==> config.mk <==
export PLATFORM = sky130hd
export DESIGN_NAME = bus_transfer_driver
export DESIGN_NICKNAME = d
export VERILOG_FILES = /design/src/rtl/bus_transfer_driver.sv
export SDC_FILE = /design/constraint.sdc
export NUM_CORES = 1
export LEC_CHECK = 0
export ABC_AREA = 1
export CORE_MARGIN = 2
export CORE_UTILIZATION = 47
export CTS_CLUSTER_DIAMETER = 60
export CTS_CLUSTER_SIZE = 20
export DETAILED_ROUTE_END_ITERATION = 10
export GPL_TIMING_DRIVEN = 0
export PLACE_DENSITY = 0.89
export SETUP_SLACK_MARGIN = 0.3
export SYNTH_ARGS = -nofsm -noshare
export SYNTH_HDL_FRONTEND = slang
export SYNTH_SLANG_ARGS = --single-unit
==> constraint.sdc <==
create_clock -name clk -period 1.9 [get_ports clk]
set_input_delay 0.19 -clock clk [delete_from_list [all_inputs] [get_ports clk]]
set_output_delay 0.19 -clock clk [all_outputs]
set_load 0.01 [all_outputs]
==> src/rtl/bus_transfer_driver.sv <==
// Buffered bus transmitter: queued {source, destMask} commands become one registered bus cycle each.
// Optional BUS_TRANSFER_COUNT_EN adds transferCount, counting issued transfers with a nonzero mask.
module bus_transfer_driver #(
  parameter int SOURCE_COUNT = 4,
  parameter int DEST_COUNT = 4,
  parameter int WIDTH = 8,
  parameter int FIFO_DEPTH = 4,
  parameter logic [WIDTH-1:0] IDLE_VALUE = {WIDTH{1'b0}},
  localparam int SRC_W = (SOURCE_COUNT > 1) ? $clog2(SOURCE_COUNT) : 1
) (
  input  logic                      clk,
  input  logic                      rst,
  input  logic [WIDTH*SOURCE_COUNT-1:0] sourceBytes,
  input  logic                      cmdValid,
  output logic                      cmdReady,
  input  logic [SRC_W-1:0]          cmdSource,
  input  logic [DEST_COUNT-1:0]     cmdDestMask,
  input  logic                      stall,
  output logic [WIDTH-1:0]          busValue,
  output logic [DEST_COUNT-1:0]     busReadEnable,
  output logic                      busy,
  output logic                      cmdError
`ifdef BUS_TRANSFER_COUNT_EN
  ,
  output logic [15:0]               transferCount
`endif
);

  localparam int PTR_W = $clog2(FIFO_DEPTH);
  localparam int CNT_W = PTR_W + 1;
  localparam logic [CNT_W-1:0] DEPTH_CNT = CNT_W'(FIFO_DEPTH);
  localparam logic [SRC_W:0] SRC_LIMIT = (SRC_W + 1)'(SOURCE_COUNT);

  logic [SRC_W-1:0]      src_mem  [FIFO_DEPTH];
  logic [DEST_COUNT-1:0] mask_mem [FIFO_DEPTH];
  logic [WIDTH-1:0]      src_array [SOURCE_COUNT];

  logic [PTR_W-1:0] wr_ptr_reg, rd_ptr_reg;
  logic [CNT_W-1:0] count_reg, count_next;
  logic             push_fire, src_ok, push, pop;
  logic [SRC_W-1:0]      head_src;
  logic [DEST_COUNT-1:0] head_mask;
  logic [WIDTH-1:0]      head_byte;

  genvar gi;
  generate
    for (gi = 0; gi < SOURCE_COUNT; gi++) begin : g_src
      assign src_array[gi] = sourceBytes[WIDTH*(gi+1)-1 : WIDTH*gi];
    end
  endgenerate

  // Ready depends only on registered occupancy, so a full FIFO refuses a push even when popping.
  assign cmdReady  = (count_reg < DEPTH_CNT) && !rst;
  assign push_fire = cmdValid && cmdReady;
  assign src_ok    = {1'b0, cmdSource} < SRC_LIMIT;
  assign push      = push_fire && src_ok;
  assign pop       = (count_reg != '0) && !stall;
  assign head_src  = src_mem[rd_ptr_reg];
  assign head_mask = mask_mem[rd_ptr_reg];
  assign busy      = (count_reg != '0) || (|busReadEnable);

  always_comb begin
    head_byte = IDLE_VALUE;
    for (int i = 0; i < SOURCE_COUNT; i++) begin
      if (head_src == SRC_W'(i)) head_byte = src_array[i];
    end
  end

  always_comb begin
    count_next = count_reg;
    case ({push, pop})
      2'b10:   count_next = count_reg + 1'b1;
      2'b01:   count_next = count_reg - 1'b1;
      default: count_next = count_reg;
    endcase
  end

  // Storage has no reset; occupancy and pointers alone define validity.
  always_ff @(posedge clk) begin
    if (push) begin
      src_mem[wr_ptr_reg]  <= cmdSource;
      mask_mem[wr_ptr_reg] <= cmdDestMask;
    end
  end

  always_ff @(posedge clk) begin
    if (rst) begin
      wr_ptr_reg    <= '0;
      rd_ptr_reg    <= '0;
      count_reg     <= '0;
      cmdError      <= 1'b0;
      busValue      <= IDLE_VALUE;
      busReadEnable <= '0;
    end else begin
      if (push) wr_ptr_reg <= wr_ptr_reg + 1'b1;
      if (pop)  rd_ptr_reg <= rd_ptr_reg + 1'b1;
      count_reg <= count_next;
      cmdError  <= push_fire && !src_ok;
      if (pop) begin
        busValue      <= head_byte;
        busReadEnable <= head_mask;
      end else begin
        busValue      <= IDLE_VALUE;
        busReadEnable <= '0;
      end
    end
  end

`ifdef BUS_TRANSFER_COUNT_EN
  always_ff @(posedge clk) begin
    if (rst) begin
      transferCount <= 16'h0000;
    end else if (pop && (head_mask != '0)) begin
      transferCount <= transferCount + 16'h0001;
    end
  end
`endif

endmodule

==> run summary, run 1 <==
Status -> finished clean
Endpoint class of the critical path -> flop
Diode count -> 0
Compound-Gate Fraction of Synth Area -> 0.1083
Syn Std Cell Area -> 2009 um2
Die area -> 4814 um2
Multiplexer area fraction after synthesis -> 0
RD Place Congestion -> 0.8263
Sw Ratio -> 0.3671
Largest family of logic cells by synthesized area -> simple AND/OR/NAND/NOR gates
Type of the worst setup path -> flop to flop
Vias in the first global route -> 1605
Num ports -> 57
CTS tree -> done
Number of max-cap violations -> 0
Critical Path Source Type -> flop
Synth warn -> 0
Num rows -> 23
Total CTS buffers -> 5
Most frequent cells after synthesis -> 32 x nand2_1, 31 x nor2_1, 24 x edfxtp_1, 21 x dfxtp_1, 20 x inv_1
Post-Synthesis Cells -> 215
Mapped Nets -> 263
Drt pass-1 iters -> 4
Cell taking the most area after synthesis -> edfxtp_1
FMAX -> 580.6 MHz
Core Footprint -> 4058 um2
Antenna-violating nets left -> 0
Starting DRT DRC Count -> 85
RSZ-0062 raised after global routing -> yes
Total negative slack -> 0 ns
WP data required -> 2.09 ns
First-pass GRT wire length -> 7.279 mm
Chip height -> 69.39 um
Asr flop ratio synth -> 0
Crit path arrival time -> 1.91 ns
Die width -> 69.39 um
Starting Density -> 0.4952
Avg Inst Size Synth -> 9.346 um2
Drt total wl -> 4.600 mm
Yosys top cell area share -> 0.3587
Min Hold Slack -> 0.2915 ns
Max rail drop VDD -> 0.0006971 V
Clock Skew -> 0.01021 ns
Final Hold Viols -> 0
EDFF count, synth -> 24
Crit-path slowest cell -> fa_2
DRC violations left -> 0
Prevailing post-synth register cell -> edfxtp_1
Psw -> 0.001153 W
Leak pwr -> 1.081 nW
Most frequent cell after synthesis -> nand2_1
Grt ovf -> 0
Max reg flops -> 16
Synth Area in Adders -> 0.04110
Nets@finish -> 329
Top post-synthesis cells by area -> edfxtp_1 36%, dfxtp_1 21%, nand2_1 6.0%, nor2_1 5.8%, a21oi_1 4.2%
Largest net degree at the start of global routing -> 16
Area grow syn2layout -> 38.98%
Beginning of the worst hold path -> rst
Crit path from -> count_reg[1]$_SDFFE_PP0P_
RR Startpoint -> count_reg[1]$_SDFFE_PP0P_
Post-synthesis simple-gate area fraction -> 0.2148
Initial antenna violation count -> 0
Setup Viol. Count Final -> 0
Global Route Usage Sum -> 0.1935
HPWL after DPL -> 3.277 mm
Slew Limit Fails -> 0
H-tree Lvls -> 2
Synth Register Bits -> 45
Max incr delay on CP -> 0.38 ns
Seq/Total Area, Yosys -> 0.5679
I/O Buffers -> 55
Clock network fraction of design power -> 0.190
Pwr dens -> 1124 nW/um2
Root buffer cell -> clkbuf_8
Layout cells sized above 1 -> 0.1773
Worst-path fanout max -> 3
Post-synth cell types -> 25
Sequential Power Share -> 0.398
Clk slew on worst S/H paths -> 0.09 ns
Worst-Skew Late Latency -> 0.30 ns
Tmin final -> 1.722 ns
Comb power frac -> 0.412
Wire per inst -> 13.86 um
Synth Area in XOR/XNOR -> 0.004359
Fill cells -> 317
CP cell instances -> nor3_2, nor2_2, ha_2, inv_2, fa_2, a21oi_2, o21ai_2, xor2_1, nor2_1
Power Internal -> 0.001987 W
Max Root-Sink Buffers -> 2
Via count -> 1695
Vias per std cell -> 5.105
Regs by FF count -> mask_mem x16, busValue x8, src_mem x8
Cts hold-fix bufs -> 0
Largest Register -> mask_mem
Period utilization -> 0.9064
Clk sink count -> 45
Min-delay worst type -> primary input to flop
[power by group through the flow]
stage / registers (W) / clock network [W] / logic (W)
2_1_floorplan: 0.00127 / 0 / 0.000756
3_3_place_gp: 0.00125 / 0 / 0.00116
3_5_place_dp: 0.00126 / 0 / 0.00119
4_1_cts: 0.00125 / 0.000606 / 0.00122
5_1_grt: 0.00127 / 0.000650 / 0.00144
6_report: 0.00125 / 0.000596 / 0.00129
[routing by layer]
metal / GRT usage / vias up / wire, um
met5: 0 / - / 0
met4: 0.07625 / 0 / 85
met3: 0.06395 / 9 / 457
met2: 0.3216 / 72 / 2229
met1: 0.2316 / 767 / 1828
li1: - / 847 / -
[final cells by class]
type                    count  area, um2  share of cell area
flip-flops and latches     45       1145              0.4099
repair buffers             59      579.3              0.2074
plain buffers               4      33.78             0.01210
clock inverters             3      21.27            0.007616
inverters                  24      90.09             0.03226
clock buffers               5      68.82             0.02464
well taps                  50      62.56             0.02240
multi-input cells         142      792.0              0.2836
[worst paths after layout]
check             depth (start not counted)                         end  slack [ns]
setup / recovery                          9   count_reg[2]$_SDFFE_PP0P_        0.18
hold / removal                            2   count_reg[2]$_SDFFE_PP0P_        0.29
setup reg to reg                          9   count_reg[2]$_SDFFE_PP0P_        0.18
hold reg to reg                           2  wr_ptr_reg[1]$_SDFFE_PP0P_        0.53
[timing repair]
| action | CTS | global route |
|---|---|---|
| cloned | 0 | 0 |
| buffers inserted | 2 | 2 |
| hold endpoints to repair | 0 | 0 |
| pin swaps | 2 | 6 |
| endpoints found under the setup margin | 3 | 17 |
| resized for setup | 6 | 8 |
[stage by stage]
stage / cell area [um2] / instances / util / total power (W) / worst slack (ns)
detailed placement: 2635 / 320 / 0.6494 / 0.002452 / -0.2084
CTS: 2759 / 330 / 0.6799 / 0.003074 / 0.2608
global route: 2793 / 332 / 0.6883 / 0.003360 / 0.06627
finish: 2793 / 332 / 0.6883 / 0.003140 / 0.1778
floorplan: 2022 / 215 / - / 0.002022 / 0.3079
global placement: 2635 / 320 / 0.6494 / 0.002409 / -0.1769
[cell families (layout without fill, tap and decap cells)]
kind of cell    count (synthesis)  in the layout
xor+xnor                        1              1
buf+inv                        28             95
other cells                     1              1
simple gates                   93             93
compound gates                 41             41
flops                          45             45
fa+ha+maj                       6              6
[critical path, delay by kind of cell, from the launching register on]
family,cells,cell delay (ns)
AO/OA/AOI/OAI,2,0.21
adder cells (fa/ha/maj),2,0.57
AND/OR/NAND/NOR,3,0.25
flip-flops,1,0.37
XOR/XNOR,1,0.15
buffers and inverters,1,0.06
[cell usage in the layout, fill, tap and decap left out, drive strengths merged]
cell           instances
clkdlybuf4s50         53
clkinv                 1
nand3                 17
nand2                 39
nor4                   1
nor2                  35
dfxtp                 21
o21ai                 19
clkbuf                 6
nor3                   1
conb                   1
o211ai                 5
clkinvlp               1
inv                   25
edfxtp                24
clkdlybuf4s15          1
buf                    7
ha                     5
dlygate4sd2            1
a21oi                 17
xor2                   1
fa                     1
Power figures use the tool's default switching activity.
==> run 2: changes to the inputs <==
--- a/config.mk
+++ b/config.mk
@@ -6,6 +6,7 @@
 export NUM_CORES = 1
 export LEC_CHECK = 0
 export ABC_AREA = 1
+export ABC_CLOCK_PERIOD_IN_PS = 1900
 export CORE_MARGIN = 2
 export CORE_UTILIZATION = 47
 export CTS_CLUSTER_DIAMETER = 60
==> results of run 2 <==
Same layout as run 1: the final DEF is identical, and so are final timing and power.
